===== src/rtl/counter_pkg.sv =====
// Shared types and the load-clamp helper for mod_n_updown_counter.
package counter_pkg;

  typedef enum logic {DIR_DOWN = 1'b0, DIR_UP = 1'b1} dir_e;
  typedef enum logic {MODE_WRAP = 1'b0, MODE_SAT = 1'b1} mode_e;

  localparam int unsigned CLAMP_W = 32;

  function automatic logic [CLAMP_W-1:0] clamp_load(input logic [CLAMP_W-1:0] value,
                                                    input logic [CLAMP_W-1:0] max);
    logic [CLAMP_W-1:0] res;
    if (value > max) begin
      res = max;
    end else begin
      res = value;
    end
    return res;
  endfunction

endpackage


===== src/rtl/counter_prescaler.sv =====
// Enable prescaler for mod_n_updown_counter: tick on every PRESCALE-th en cycle.
// Instantiated only when COUNTER_PRESCALE_EN is defined.
module counter_prescaler #(
  parameter int unsigned PRESCALE = 4
) (
  input  logic clk,
  input  logic reset,
  input  logic en,
  input  logic restart,
  output logic tick
);

  localparam int unsigned PS_W = (PRESCALE > 1) ? $clog2(PRESCALE) : 1;
  localparam logic [PS_W-1:0] PS_LAST = PS_W'(PRESCALE - 1);

  logic [PS_W-1:0] ps_q;
  logic [PS_W-1:0] ps_d;

  assign tick = en && (ps_q == PS_LAST);

  // Phase advance: restart wins, en=0 holds the phase.
  always_comb begin
    ps_d = ps_q;
    if (restart) begin
      ps_d = {PS_W{1'b0}};
    end else if (en) begin
      if (tick) begin
        ps_d = {PS_W{1'b0}};
      end else begin
        ps_d = ps_q + PS_W'(1);
      end
    end else begin
      ps_d = ps_q;
    end
  end

  // Phase register.
  always_ff @(posedge clk or negedge reset) begin
    if (!reset) begin
      ps_q <= {PS_W{1'b0}};
    end else begin
      ps_q <= ps_d;
    end
  end

endmodule


===== src/rtl/mod_n_updown_counter.sv =====
// Modulo-N up/down counter with clear, clamped load, wrap/saturate mode and boundary flags.
// Optional enable prescaler under COUNTER_PRESCALE_EN.
module mod_n_updown_counter
  import counter_pkg::*;
#(
  parameter int unsigned WIDTH     = 3,
  parameter int unsigned MAX_VAL   = 2**WIDTH - 1,
  parameter int unsigned SATURATE  = 0,
  parameter int unsigned RESET_VAL = 0,
  parameter int unsigned PRESCALE  = 4
) (
  input  logic             clk,
  input  logic             reset,
  input  logic             en,
  input  logic             clr,
  input  logic             up,
  input  logic             load,
  input  logic [WIDTH-1:0] load_val,
  output logic [WIDTH-1:0] count,
  output logic             at_max,
  output logic             at_zero,
  output logic             wrap,
  output logic             ovf
);

  localparam logic [WIDTH:0]   MAX_X = (WIDTH+1)'(MAX_VAL);
  localparam logic [WIDTH-1:0] MAX_C = WIDTH'(MAX_VAL);
  localparam logic [WIDTH-1:0] RST_C = WIDTH'(RESET_VAL);
  localparam mode_e            MODE  = (SATURATE != 0) ? MODE_SAT : MODE_WRAP;

  logic [WIDTH-1:0] count_q, count_d;
  logic             wrap_q, wrap_d;
  logic             ovf_q, ovf_d;

  logic             step_s;
  dir_e             dir_s;
  logic [WIDTH-1:0] load_clamped_s;
  logic [WIDTH:0]   count_x_s, inc_x_s, dec_x_s;
  logic             hit_max_s, hit_zero_s;

`ifdef COUNTER_PRESCALE_EN
  logic restart_s;
  assign restart_s = clr | load;

  counter_prescaler #(
    .PRESCALE (PRESCALE)
  ) u_prescaler (
    .clk     (clk),
    .reset   (reset),
    .en      (en),
    .restart (restart_s),
    .tick    (step_s)
  );
`else
  assign step_s = en;
`endif

  assign dir_s          = up ? DIR_UP : DIR_DOWN;
  assign load_clamped_s = WIDTH'(clamp_load(CLAMP_W'(load_val), CLAMP_W'(MAX_VAL)));

  // The extra bit catches both the step past MAX_VAL and the borrow below zero.
  assign count_x_s  = {1'b0, count_q};
  assign inc_x_s    = count_x_s + {{WIDTH{1'b0}}, 1'b1};
  assign dec_x_s    = count_x_s - {{WIDTH{1'b0}}, 1'b1};
  assign hit_max_s  = (inc_x_s > MAX_X);
  assign hit_zero_s = dec_x_s[WIDTH];

  // Next-state: clr > load > step; boundary steps pulse wrap and set ovf.
  always_comb begin
    count_d = count_q;
    wrap_d  = 1'b0;
    ovf_d   = ovf_q;
    if (clr) begin
      count_d = RST_C;
      ovf_d   = 1'b0;
    end else if (load) begin
      count_d = load_clamped_s;
    end else if (step_s) begin
      case (dir_s)
        DIR_UP: begin
          if (hit_max_s) begin
            wrap_d = 1'b1;
            ovf_d  = 1'b1;
            case (MODE)
              MODE_SAT: count_d = count_q;
              default:  count_d = {WIDTH{1'b0}};
            endcase
          end else begin
            count_d = inc_x_s[WIDTH-1:0];
          end
        end
        DIR_DOWN: begin
          if (hit_zero_s) begin
            wrap_d = 1'b1;
            ovf_d  = 1'b1;
            case (MODE)
              MODE_SAT: count_d = count_q;
              default:  count_d = MAX_C;
            endcase
          end else begin
            count_d = dec_x_s[WIDTH-1:0];
          end
        end
        default: count_d = count_q;
      endcase
    end else begin
      count_d = count_q;
    end
  end

  // State registers.
  always_ff @(posedge clk or negedge reset) begin
    if (!reset) begin
      count_q <= RST_C;
      wrap_q  <= 1'b0;
      ovf_q   <= 1'b0;
    end else begin
      count_q <= count_d;
      wrap_q  <= wrap_d;
      ovf_q   <= ovf_d;
    end
  end

  assign count   = count_q;
  assign wrap    = wrap_q;
  assign ovf     = ovf_q;
  assign at_max  = (count_q == MAX_C);
  assign at_zero = (count_q == {WIDTH{1'b0}});

endmodule


===== config.mk =====
export PLATFORM = sky130hd
export DESIGN_NAME = mod_n_updown_counter
export DESIGN_NICKNAME = d
export VERILOG_FILES = /design/src/rtl/counter_pkg.sv /design/src/rtl/counter_prescaler.sv /design/src/rtl/mod_n_updown_counter.sv
export SDC_FILE = /design/constraint.sdc
export NUM_CORES = 1
export LEC_CHECK = 0
export CAP_MARGIN = 30
export CORE_AREA = 4 4 41 43
export DETAILED_ROUTE_END_ITERATION = 12
export DIE_AREA = 0 0 45 47
export HOLD_SLACK_MARGIN = 0.12
export PLACE_DENSITY_LB_ADDON = 0.08
export SLEW_MARGIN = 10
export SYNTH_ARGS = -nofsm -noshare
export SYNTH_HDL_FRONTEND = slang
export SYNTH_SLANG_ARGS = --single-unit

===== constraint.sdc =====
create_clock -name clk -period 2.3 [get_ports clk]
set_input_delay 0.345 -clock clk [delete_from_list [all_inputs] [get_ports clk]]
set_output_delay 0.345 -clock clk [all_outputs]
set_load 0.005 [all_outputs]

== After elaboration in Yosys (flattened, before gate mapping) ==
Cells that the tools add are included.
Word-level totals
  register bits after elaboration: 5
  bits of input ports: 9
Cells by class
  add/sub/neg operators: 2
  bitwise gates (word level): 1
  equal/unequal tests: 4
  muxes and demuxes: 19
  magnitude comparators: 1
  reductions and logical operators: 4
Operator list (count)
  $mux W3: 5
  $mux W1: 11
  $pmux W3 S2: 1
  $add A3 B1 Y4 const B: 1
  $gt A4 B3 Y1 const B: 1
  $pmux W1 S2: 2
  $reduce_and A4 Y1: 1
  $sub A3 B1 Y4 const B: 1
  $eq A3 B3 Y1 const B: 1
  $logic_not A3 Y1: 1
  $ne A3 B2 Y1 const B: 1
  $ne A3 B3 Y1 const B: 1
  $reduce_bool A3 Y1: 1
  $ne A2 B2 Y1 const B: 1
  $reduce_bool A2 Y1: 1
  $not A1 Y1: 1

== Depth between registers and ports, before layout ==
  depth in word-level cells: 7
  mapped depth: 6
  gate-level depth less buffers: 6

== Worst setup path after synthesis ==
OpenSTA, ideal clock, no wires.
  path type: flip-flop to flip-flop
  from: register count_q[0] (netlist: count[0])
  to: register count_q[2] (netlist: count[2])
  period minus slack after synthesis: 1.458 ns
  data arrival time: 1.385 ns
  stages on the path, launching flop included: 6
  path slack: 0.842 ns
  cell sequence: dfrtp_1 ha_1 ha_1 nand3_1 a311o_1 a21oi_2
On the way
  longest elaborated chain between the ends: 7
  elaborated cells on any way between the ends: 9
RTL lines
  start, declared: line mod_n_updown_counter.sv:31  | logic [WIDTH-1:0] count_q, count_d;
  start signal, assigned: line mod_n_updown_counter.sv:118  | count_q <= count_d;
  $add A3 B1 Y4: line mod_n_updown_counter.sv:63  | assign inc_x_s = count_x_s + {{WIDTH{1'b0}}, 1'b1};
  $gt A4 B3 Y1: line mod_n_updown_counter.sv:65  | assign hit_max_s = (inc_x_s > MAX_X);
  $mux W3: line mod_n_updown_counter.sv:81  | if (hit_max_s) begin
  $pmux W3 S2 (*): line mod_n_updown_counter.sv:79  | case (dir_s)
  $mux W3 (*): line mod_n_updown_counter.sv:78  | end else if (step_s) begin
  $mux W3 (*): line mod_n_updown_counter.sv:76  | end else if (load) begin
  $mux W3 (*): line mod_n_updown_counter.sv:73  | if (clr) begin
Mark *: on every way between the ends. The rest lies on a longest branch, timed or not. The select of a mux whose other input is x is not followed.
A chain may end at the register's enable or synchronous reset.

== Final worst setup path ==
  from: register count_q[0] (netlist: count[0])
  to: output at_zero
On the way
  longest elaborated chain between the ends: 1
RTL lines
  $logic_not A3 Y1: line mod_n_updown_counter.sv:128  | assign at_zero = (count_q == {WIDTH{1'b0}});
  end, declared: line mod_n_updown_counter.sv:21  | output logic at_zero,
Every way passes these cells.

==> results.yml <==
timing:
  slew_headroom: 0.812
  tightest_slew_ps: 282
  max_freq_ghz: 0.515
  drv_slew: 0
  setup_viol: 0
  period_minus_slack_ps: 1940
  finalClockSkew_ps: 0.124
  rsz0062_at_grt: "no"
  tns_ps: 0
  layout_setup_ws_ps: 357
  finalCritPeriodShare: 0.845
  final-hold-violation-count: 0
final_layout:
  drive_gt1_frac: 0.105
  antenna_cells: 0
  final_cell_mix: "clkdlybuf4s50_1, nor2_1, inv_1, dfrtp_1, ha_1"
  final_common_cell: "clkdlybuf4s50_1"
  nets: 71
  area_growth_pct: 57.8
worst_setup_path:
  reg2reg_from: "count[0]$_DFFE_PN0P_"
  path_class: "reg -> out"
  r2r_slack_ps: 740
  slowest_delay_ps: 450
  cp_max_fo: 7
  path_cells: "inv_1 > ha_1 > and2b_2 > clkdlybuf4s50_1"
  crit_path_start_kind: "register"
  critPathArrivalTime_ps: 1600
  r2r_end: "count[2]$_DFFE_PN0P_"
  required_ps: 1960
  critPathTopFamily: "buffers and inverters"
  path_buf_inv: 2
  r2r_cells: 6
  crit_path_end_kind: "primary output"
  slowest_stage: "dfrtp_1"
flow_run:
  drv_cap: 0
synthesis:
  syn_area_um2: 338
  syn-num-nets: 51
  yosysWarnings: 0
  synth_seq_cells: 5
  avgSynthCellArea_um2: 8.89
  yosys.area.top_type_share: 0.370
  yosysSeqAreaShare: 0.370
  synthTopCellsByArea: "dfrtp_1, ha_1, nor2_1"
  syn-instance-count: 38
  synth_cell_types: 15
  yosys.area.top_type: "dfrtp_1"
grt:
  track_usage: 0.0952
  globalRoute.totalOverflow: 0
  grt_pass1_wl_um: 1400
  antenna_found_initial: 0
  grt_max_degree: 10
  first_global_vias: 326
drt:
  first_pass_iters: 4
  drc: 0
  antenna_left: 0
  drt_first_iter_violations: 6
  routed_wl_um: 812
  vias: 319
  via_per_inst: 4.43
  wl_per_cell_um: 11.3
placed_design:
  io_buffers: 15
  gp_congestion: 0.713
  hpwlAfterDp_um: 678
  pre_cts_slack_ps: 608
floorplanning:
  coreArea_mm2: 0.00130
  num_io_pins: 16
  die_h_um: 47
  initial_utilization: 0.260
  chipWidth_um: 45
  rows: 13
  dieArea_mm2: 0.00212
min_path:
  hp-class: "in -> async"
pwr:
  ir_drop_uv: 241
  leakage_nw: 0.230
  powerDensity_mw_per_mm2: 513
clock_tree:
  cts_hold_buf: 0
  cts_root_buf: "clkbuf_4"
  clock_latency_ps: 240
  tritoncts: "yes"
  numCtsBuffers: 3
  cts_setup_buffers: 0
  cts_buffer_depth: 2
  cts_max_level: 1
  cts.sinks: 5
  clkTransAtPathRegs_ps: 40
  cts.repair.resized: 0
run_status:
  status: "finished clean"
-- state kept, by name (all words and copies together), names as in the netlist --
name and cells:
wrap 1, count 3, ovf 1
-- worst max-delay path by stage --
stage / startpoint / to / slack, ps / depth (start not counted)
6_report: count[0]$_DFFE_PN0P_ / at_zero / 360 / 4
5_1_grt: count[0]$_DFFE_PN0P_ / at_zero / 240 / 4
4_1_cts: count[0]$_DFFE_PN0P_ / at_zero / 340 / 4
3_5_place_dp: count[0]$_DFFE_PN0P_ / at_zero / 610 / 4
3_3_place_gp: count[0]$_DFFE_PN0P_ / at_zero / 630 / 4
2_1_floorplan: count[0]$_DFFE_PN0P_ / count[2]$_DFFE_PN0P_ / 840 / 5
-- through the flow --
step	util	power, mW	hold slack [ps]	instance area (um^2)	std cells
2_1_floorplan	-	0.134	49.4	338	38
3_3_place_gp	0.389	0.174	503	507	68
3_5_place_dp	0.389	0.175	521	507	68
4_1_cts	0.410	0.282	335	533	72
5_1_grt	0.410	0.296	340	533	72
6_report	0.410	0.273	335	533	72
-- cell usage after synthesis --
master    instances
a311o_1           1
and2b_2           1
a21oi_2           2
xnor2_1           2
ha_1              4
a21oi_1           3
inv_1             5
nand2_1           3
a221oi_1          1
a211o_1           1
nand3_1           2
dfrtp_1           5
nor2_1            6
o31ai_1           1
nand4_1           1
-- cell type report --
| type | instances | area (um^2) |
|---|---|---|
| clock buffers | 4 | 26.3 |
| fillers | 134 | 768 |
| inverters | 5 | 18.8 |
| multi-input cells | 28 | 194 |
| flip-flops and latches | 5 | 125 |
| well taps | 15 | 18.8 |
| repair buffers | 15 | 150 |
-- power breakdown --
| group | switching (mW) | internal [mW] |
|---|---|---|
| combinational | 0.0282 | 0.0426 |
| sequential | 0.00889 | 0.0934 |
| clock | 0.0348 | 0.0655 |
-- metal layers --
metal,vias up,global-route usage,wire [um]
met5,-,0,0
met4,0,0.0877,0
met3,0,0.0230,64
met2,13,0.138,399
met1,139,0.115,349
li1,167,-,-
-- logic make-up after synthesis --
group / synth area share
adders and majority gates: 0.148
and+or+nand+nor: 0.174
buffers and inverters: 0.0556
xor gates and xnor gates: 0.0519
DFF: 0.370
AOI/OAI and AO/OA: 0.200
Power figures use the tool's default switching activity.
